<file path="config.mk">
export PLATFORM = sky130hd
export DESIGN_NAME = pb_press_decoder_flat
export DESIGN_NICKNAME = d
export VERILOG_FILES = /design/src/rtl/pb_press_decoder_pkg.sv /design/src/rtl/pb_press_decoder_if.sv /design/src/rtl/pb_press_decoder.sv /design/src/flat_wrapper.sv
export SDC_FILE = /design/constraint.sdc
export NUM_CORES = 1
export LEC_CHECK = 0
export CAP_MARGIN = 20
export CELL_PAD_IN_SITES_DETAIL_PLACEMENT = 0
export CELL_PAD_IN_SITES_GLOBAL_PLACEMENT = 1
export CORE_ASPECT_RATIO = 1.25
export CORE_MARGIN = 2
export CORE_UTILIZATION = 41
export CTS_CLUSTER_SIZE = 14
export DETAILED_ROUTE_END_ITERATION = 6
export PLACE_DENSITY_LB_ADDON = 0.05
export SYNTH_ARGS = -nofsm -noshare
export SYNTH_HDL_FRONTEND = slang
export SYNTH_SLANG_ARGS = --single-unit
</file>
<file path="constraint.sdc">
create_clock -name clk -period 1.9 [get_ports clk]
set_input_delay 0.38 -clock clk [delete_from_list [all_inputs] [get_ports clk]]
set_output_delay 0.38 -clock clk [all_outputs]
set_load 0.03 [all_outputs]
</file>
<file path="src/rtl/pb_press_decoder_pkg.sv">
// Shared push-button definitions: gesture states and default timing
// constants, also used by the kitchen-timer controller.
package pb_pkg;

    typedef enum logic [1:0] {
        IDLE      = 2'd0,
        PRESSED   = 2'd1,
        LONG_HELD = 2'd2
    } pb_press_state_t;

    localparam int PB_LONG_CYCLES_100M   = 100_000_000;
    localparam int PB_REPEAT_CYCLES_100M = 20_000_000;

    function automatic int pb_max(input int a, input int b);
        return (a > b) ? a : b;
    endfunction

endpackage

</file>
<file path="src/rtl/pb_press_decoder_if.sv">
// Debounced button inputs and decoded gesture events between the
// debouncer bank (master) and the press decoder (slave).
interface pb_press_decoder_if;

    logic pb_state;
    logic pb_down;
    logic pb_up;
    logic short_press;
    logic long_press;
    logic repeat_tick;
    logic held;
    logic held_long;

    modport master (
        output pb_state,
        output pb_down,
        output pb_up,
        input  short_press,
        input  long_press,
        input  repeat_tick,
        input  held,
        input  held_long
    );

    modport slave (
        input  pb_state,
        input  pb_down,
        input  pb_up,
        output short_press,
        output long_press,
        output repeat_tick,
        output held,
        output held_long
    );

endinterface

</file>
<file path="src/rtl/pb_press_decoder.sv">
// Turns debounced press/release pulses into short-press, long-press
// and auto-repeat events, one event per gesture.
module pb_press_decoder
    import pb_pkg::*;
#(
    parameter int LONG_CYCLES   = PB_LONG_CYCLES_100M,
    parameter int REPEAT_CYCLES = PB_REPEAT_CYCLES_100M
) (
    input  logic               clk,
    input  logic               reset,
    pb_press_decoder_if.slave  pb
);

    localparam int MAXC = pb_max(LONG_CYCLES, REPEAT_CYCLES);
    localparam int CW   = (MAXC > 2) ? $clog2(MAXC) : 1;

    localparam logic [CW-1:0] LONG_LAST   = CW'(LONG_CYCLES - 1);
    localparam logic [CW-1:0] REPEAT_LAST = CW'(REPEAT_CYCLES - 1);

    generate
        if (LONG_CYCLES < 2 || REPEAT_CYCLES < 2) begin : g_param_check
            $error("pb_press_decoder: LONG_CYCLES and REPEAT_CYCLES must be >= 2");
        end
    endgenerate

    pb_press_state_t state;
    logic [CW-1:0]   cnt;
    logic            short_q;
    logic            long_q;
    logic            tick_q;
    logic            held_q;
    logic            held_long_q;

    always_ff @(posedge clk) begin
        if (reset) begin
            state       <= IDLE;
            cnt         <= '0;
            short_q     <= 1'b0;
            long_q      <= 1'b0;
            tick_q      <= 1'b0;
            held_q      <= 1'b0;
            held_long_q <= 1'b0;
        end else begin
            short_q     <= 1'b0;
            long_q      <= 1'b0;
            tick_q      <= 1'b0;
            // levels trail the state by a cycle, except held_long on entry
            held_q      <= (state != IDLE);
            held_long_q <= (state == LONG_HELD);
            unique case (state)
                IDLE: begin
                    if (pb.pb_down) begin
                        state <= PRESSED;
                        cnt   <= '0;
                    end
                end
                PRESSED: begin
                    if (pb.pb_up) begin
                        state   <= IDLE;
                        short_q <= 1'b1;
                    end else if (!pb.pb_state) begin
                        state <= IDLE;
                    end else if (cnt == LONG_LAST) begin
                        state       <= LONG_HELD;
                        long_q      <= 1'b1;
                        held_long_q <= 1'b1;
                        cnt         <= '0;
                    end else begin
                        cnt <= cnt + CW'(1);
                    end
                end
                LONG_HELD: begin
                    if (pb.pb_up || !pb.pb_state) begin
                        state <= IDLE;
                    end else if (cnt == REPEAT_LAST) begin
                        tick_q <= 1'b1;
                        cnt    <= '0;
                    end else begin
                        cnt <= cnt + CW'(1);
                    end
                end
                default: begin
                    state <= IDLE;
                    cnt   <= '0;
                end
            endcase
        end
    end

    assign pb.short_press = short_q;
    assign pb.long_press  = long_q;
    assign pb.repeat_tick = tick_q;
    assign pb.held        = held_q;
    assign pb.held_long   = held_long_q;

endmodule

</file>
<file path="src/flat_wrapper.sv">
// flat-port wrapper written by rule: the top's interface ports become plain ports
module pb_press_decoder_flat import pb_pkg::*;
#(
    parameter int LONG_CYCLES   = PB_LONG_CYCLES_100M,
    parameter int REPEAT_CYCLES = PB_REPEAT_CYCLES_100M
)
  (clk, reset, pb_pb_state, pb_pb_down, pb_pb_up, pb_short_press, pb_long_press, pb_repeat_tick, pb_held, pb_held_long);
  pb_press_decoder_if pb_i ();
  input  logic clk;
  input  logic reset;
  input wire logic [$bits(pb_i.pb_state)-1:0] pb_pb_state;
  input wire logic [$bits(pb_i.pb_down)-1:0] pb_pb_down;
  input wire logic [$bits(pb_i.pb_up)-1:0] pb_pb_up;
  output wire logic [$bits(pb_i.short_press)-1:0] pb_short_press;
  output wire logic [$bits(pb_i.long_press)-1:0] pb_long_press;
  output wire logic [$bits(pb_i.repeat_tick)-1:0] pb_repeat_tick;
  output wire logic [$bits(pb_i.held)-1:0] pb_held;
  output wire logic [$bits(pb_i.held_long)-1:0] pb_held_long;
  assign pb_i.pb_state = pb_pb_state;
  assign pb_i.pb_down = pb_pb_down;
  assign pb_i.pb_up = pb_pb_up;
  assign pb_short_press = pb_i.short_press;
  assign pb_long_press = pb_i.long_press;
  assign pb_repeat_tick = pb_i.repeat_tick;
  assign pb_held = pb_i.held;
  assign pb_held_long = pb_i.held_long;
  pb_press_decoder #(.LONG_CYCLES(LONG_CYCLES), .REPEAT_CYCLES(REPEAT_CYCLES)) u_core (.clk(clk), .reset(reset), .pb(pb_i));
endmodule
</file>
Word level (Yosys, flattened, before mapping)
Cells that the tools add are included.
Storage, ports and cells
  input port bits: 5
  output and inout bits: 5
  bits in registers: 34
Cells by class
  equality and inequality tests: 10
  reduce and logical (&&, ||, !) cells: 9
  bitwise logic cells: 3
  $add $sub $neg: 1
  mux-type cells: 20
Operator list (count)
  2-to-1 mux 27 bit: 6
  case mux 27 bit (3 select lines): 1
  adder 27 x 1 -> 27 bit, second input constant: 1
  equality test 27 x 25 -> 1 bit, second input constant: 1
  equality test 27 bit, second input constant: 1
  2-to-1 mux 2 bit: 5
  inequality test 2 bit, second input constant: 5
  2-to-1 mux 1 bit: 7
  case mux 2 bit (3 select lines): 1
  inequality test 4 x 3 -> 1 bit, second input constant: 1
  AND reduction 4 bit: 1
  OR reduction 4 bit: 1
  NOT 1 bit: 3
  AND reduction 3 bit: 1
  OR reduction 3 bit: 1
  equality test 2 x 1 -> 1 bit, second input constant: 1
  equality test 2 bit, second input constant: 1
  logical NOT 2 bit: 1
  nonzero test 2 bit: 1
  OR reduction 2 bit: 1
  logical NOT 1 bit: 1
  logical OR 1 bit: 1

Depth between registers and ports, before layout
  depth after elaboration: 5
  mapped depth: 8

Worst setup path after synthesis
No wires, ideal clock.
  path kind: register -> register
  start: reg u_core.cnt[0]
  end: reg u_core.cnt[20]
  setup time: 136 ps
  setup slack: -68 ps
  stages on the path, launching flop included: 9
  path buffers: 2
  arrival: 1832 ps
  path through: dfxtp_1 ha_1 and4_1 buf_2 nand4_1 o31a_1 o21ai_1 buf_4 a211oi_1
Between the ends
  cells in the longest elaborated chain, start to end: 5
RTL lines
  start: declaration: RTL line pb_press_decoder.sv:27  | logic [CW-1:0] cnt;
  start signal: assignment: RTL line pb_press_decoder.sv:69  | cnt <= cnt + CW'(1);
  start signal: assignment: RTL line pb_press_decoder.sv:79  | cnt <= cnt + CW'(1);
  adder 27 x 1 -> 27 bit / equality test 27 bit (equally long branches): RTL line pb_press_decoder.sv:69, pb_press_decoder.sv:79, pb_press_decoder.sv:63
  2-to-1 mux 27 bit: RTL line pb_press_decoder.sv:63  | end else if (cnt == LONG_LAST) begin
  2-to-1 mux 27 bit: RTL line pb_press_decoder.sv:61  | end else if (!pb.pb_state) begin
  2-to-1 mux 27 bit: RTL line pb_press_decoder.sv:58  | if (pb.pb_up) begin
  case mux 27 bit (3 select lines) (*): RTL line pb_press_decoder.sv:50  | unique case (state)
Every way passes the cells marked *; elsewhere a longest branch is shown, timed or not. The select of a mux whose other input is x is not followed.
A chain may end at the register's enable or synchronous reset.

Final worst setup path
  start: reg u_core.cnt[3]
  end: reg u_core.state[0]
Between the ends
  cells in the longest elaborated chain, start to end: 3
RTL lines
  equality test 27 bit: RTL line pb_press_decoder.sv:63
  inequality test 4 x 3 -> 1 bit (no source line)
  AND reduction 3 bit (no source line)
  end signal: assignment: RTL line pb_press_decoder.sv:62  | state <= IDLE;
  end signal: assignment: RTL line pb_press_decoder.sv:64  | state <= LONG_HELD;
  end signal: assignment: RTL line pb_press_decoder.sv:74  | state <= IDLE;
  end: declaration: RTL line pb_press_decoder.sv:26  | pb_press_state_t state;
No other way between the ends.

==> impl_metrics.yaml <==
power:
  total_leakage_power_nw: 0.942
  vdd_drop_max_v: 0.000315
  powerDensity_nw_per_um2: 687
  p_total_mw: 1.93
synthesis:
  synth_edf_count: 0
  ys_ff_latch: 34
  synth.yosys.seq_area_share_pct: 34.5
  synth.top_cell.area_share_pct: 34.5
  synth_nets: 248
  synth_ff_type: "dfxtp_1"
  synth_area_leaders: "dfxtp_1 34%, xnor2_1 5.8%, nor4_1 5.7%"
  synth_warnings: 0
  ys_async_sr_fraction_pct: 0
  synth_area_sq_um: 1970
  syn_inst: 239
  synth_area_per_cell_sq_um: 8.26
  synth_top_cell_by_area: "dfxtp_1"
  ys_types: 39
die:
  die_area_sq_um: 5390
  row_count: 28
  initial_core_util_pct: 42.0
  io_pins: 10
  die_y_microns: 81.6
  core_area_sq_um: 4690
  die_w_microns: 66.1
cts:
  root_buffer: "clkbuf_8"
  cts_buffers: 5
  cts_buffer_depth: 2
  htreeDepth: 2
  cts.reportedPaths.clkPinSlew_ns: 0.07
  hold_buffers: 0
  clk_latency_ns: 0.29
  numClockSinks: 34
  cts_tree: "yes"
global_routing:
  met3_usage_pct: 4.52
  overflow: 0
  globalRouteMet1Util_pct: 25.8
  grt_start_max_net_pins: 25
  grt_usage_pct: 22.3
  grt_use_met2_pct: 41.2
  grt_pass1_wl_mm: 9.18
  antenna_found_initial: 0
  grt_pass1_vias: 1961
  grt.busiest_layer: "met2"
critical_path:
  end_kind: "flop"
  worstSetupPathType: "flop to flop"
  crit_required_ns: 2.12
  worstPathArrival_ns: 2.14
  crit_path_start: "u_core.cnt[3]$_SDFFE_PP0P_"
  worst_setup_path_start_kind: "flop"
  crit_fanout: 6
  r2r-start: "u_core.cnt[3]$_SDFFE_PP0P_"
layout:
  nets: 294
  area_delta_synth_final_pct: 42.2
  final_cell_mix: "43 x buf_4, 29 x dfxtp_1, 24 x nand2_1"
  finish.instance_area_sq_um: 2810
  layout-drive-gt1-share_pct: 34.6
  diodes: 0
  fin_util_pct: 59.8
  n_fill_cell: 435
  final_common_cell: "buf_4"
placed_design:
  dp_slack_ns: -0.368
  io_buffers: 9
  hpwl_mm: 4.10
  postPlaceCellArea_sq_um: 2420
  gp_congestion: 0.920
timing:
  hold_viol: 0
  min_period_ns: 1.92
  layout_setup_ws_ns: -0.0241
  setup_viol: 1
  fmax_mhz: 520
  rsz0062_at_grt: "true"
  fin_skew_ns: 0.00898
  slew_violations: 0
  hold-worst-slack_ns: 0.526
  max-slew-margin-rel_pct: 73.1
  worst_pin_slew_ns: 0.403
  final.period_utilization_pct: 101
drt:
  drt_iter0_markers: 82
  dr_total_vias: 2029
  wl_per_cell_microns: 17.0
  ant_nets: 0
  routed_wl_mm: 5.90
  via_per_inst: 5.86
  firstDrtPassIters: 4
  drc: 0
worst_hold_path:
  hold_class: "flop to flop"
  min_from: "u_core.cnt[8]$_SDFFE_PP0P_"
run:
  cap_violations: 0
outcome:
  status: "complete, but fails checks"
  violations: "setup timing"
cell type report:
class,instances,area (sq um),area share [%]
clock buffers,7,86.3,3.08
clock inverters,1,5.00,0.178
inverters,8,30.0,1.07
multi-input cells,179,1440,51.2
flip-flops and latches,34,687,24.5
well taps,60,75.1,2.67
repair buffers,57,487,17.3
registers in the layout (all words and copies together), names as in the netlist:
| name | count |
|---|---|
| u_core.pb.held_long | 1 |
| u_core.state | 2 |
| u_core.pb.short_press | 1 |
| u_core.cnt | 27 |
| u_core.pb.held | 1 |
| u_core.pb.repeat_tick | 1 |
| u_core.pb.long_press | 1 |
cell families (layout without fill, tap and decap cells):
kind of cell	after synthesis	in the layout	share of synthesized area, %
simple gates	106	106	31.4
compound gates	56	56	19.8
flops	34	34	34.5
buf+inv	26	73	6.02
xor+xnor	13	13	5.77
fa+ha+maj	4	4	2.54
final timing paths:
path	to	slack, ns	cells past startpoint
max	u_core.state[0]$_SDFFE_PP0P_	-0.02	5
min	u_core.cnt[8]$_SDFFE_PP0P_	0.53	2
max reg2reg	u_core.state[0]$_SDFFE_PP0P_	-0.02	5
min reg2reg	u_core.cnt[8]$_SDFFE_PP0P_	0.53	2
critical path: stages, from the launching register on:
cell and delay [ns]:
dfxtp_1 0.44, and4_4 0.26, nand4_1 0.18, o31a_1 0.44, or4_1 0.44, nand3_1 0.10
layer usage:
layer  up-vias  part of all wire (%)  wire length, microns
met5         -                     0                     0
met4         0                  0.97                    57
met3         6                   2.5                   150
met2        22                    53                  3160
met1      1000                    43                  2530
li1       1001                     -                     -
cells in the mapped netlist (2+ instances only):
cell and instances:
nand4_1 8, o31a_1 2, and4_1 5, o2111ai_1 2
and3_1 5, a31oi_1 2, nor2b_1 2, o211ai_1 3
nor2_1 6, nand3_1 11, nor4_1 18, a211oi_1 13
xnor2_1 13, buf_4 2, nand2b_1 2, and2_1 6
ha_1 4, o21ai_0 4, or4_1 2, inv_1 8
o21a_1 3, nor3_1 8, o221ai_1 12, nand2_1 24
and4b_1 2, o21ai_1 2, a21oi_1 13, dfxtp_1 34
buf_2 5, clkbuf_1 9
timing repair:
| action | CTS | global route |
|---|---|---|
| buffers inserted | 3 | 2 |
| hold endpoints to repair | 0 | 0 |
| pin swaps | 8 | 33 |
| gates resized for setup | 11 | 39 |
| endpoints found under the setup margin | 31 | 29 |
power breakdown:
part           switching (mW)  internal [mW]
registers              0.0101          0.731
clock network           0.269          0.293
logic                   0.363          0.263
through the flow:
step           setup TNS (ns)  std cells
2_1_floorplan               0        239
3_3_place_gp            -4.87        333
3_5_place_dp            -6.02        333
4_1_cts                -0.174        344
5_1_grt                 -1.11        346
6_report              -0.0241        346
(Power assumes the default switching activity.)
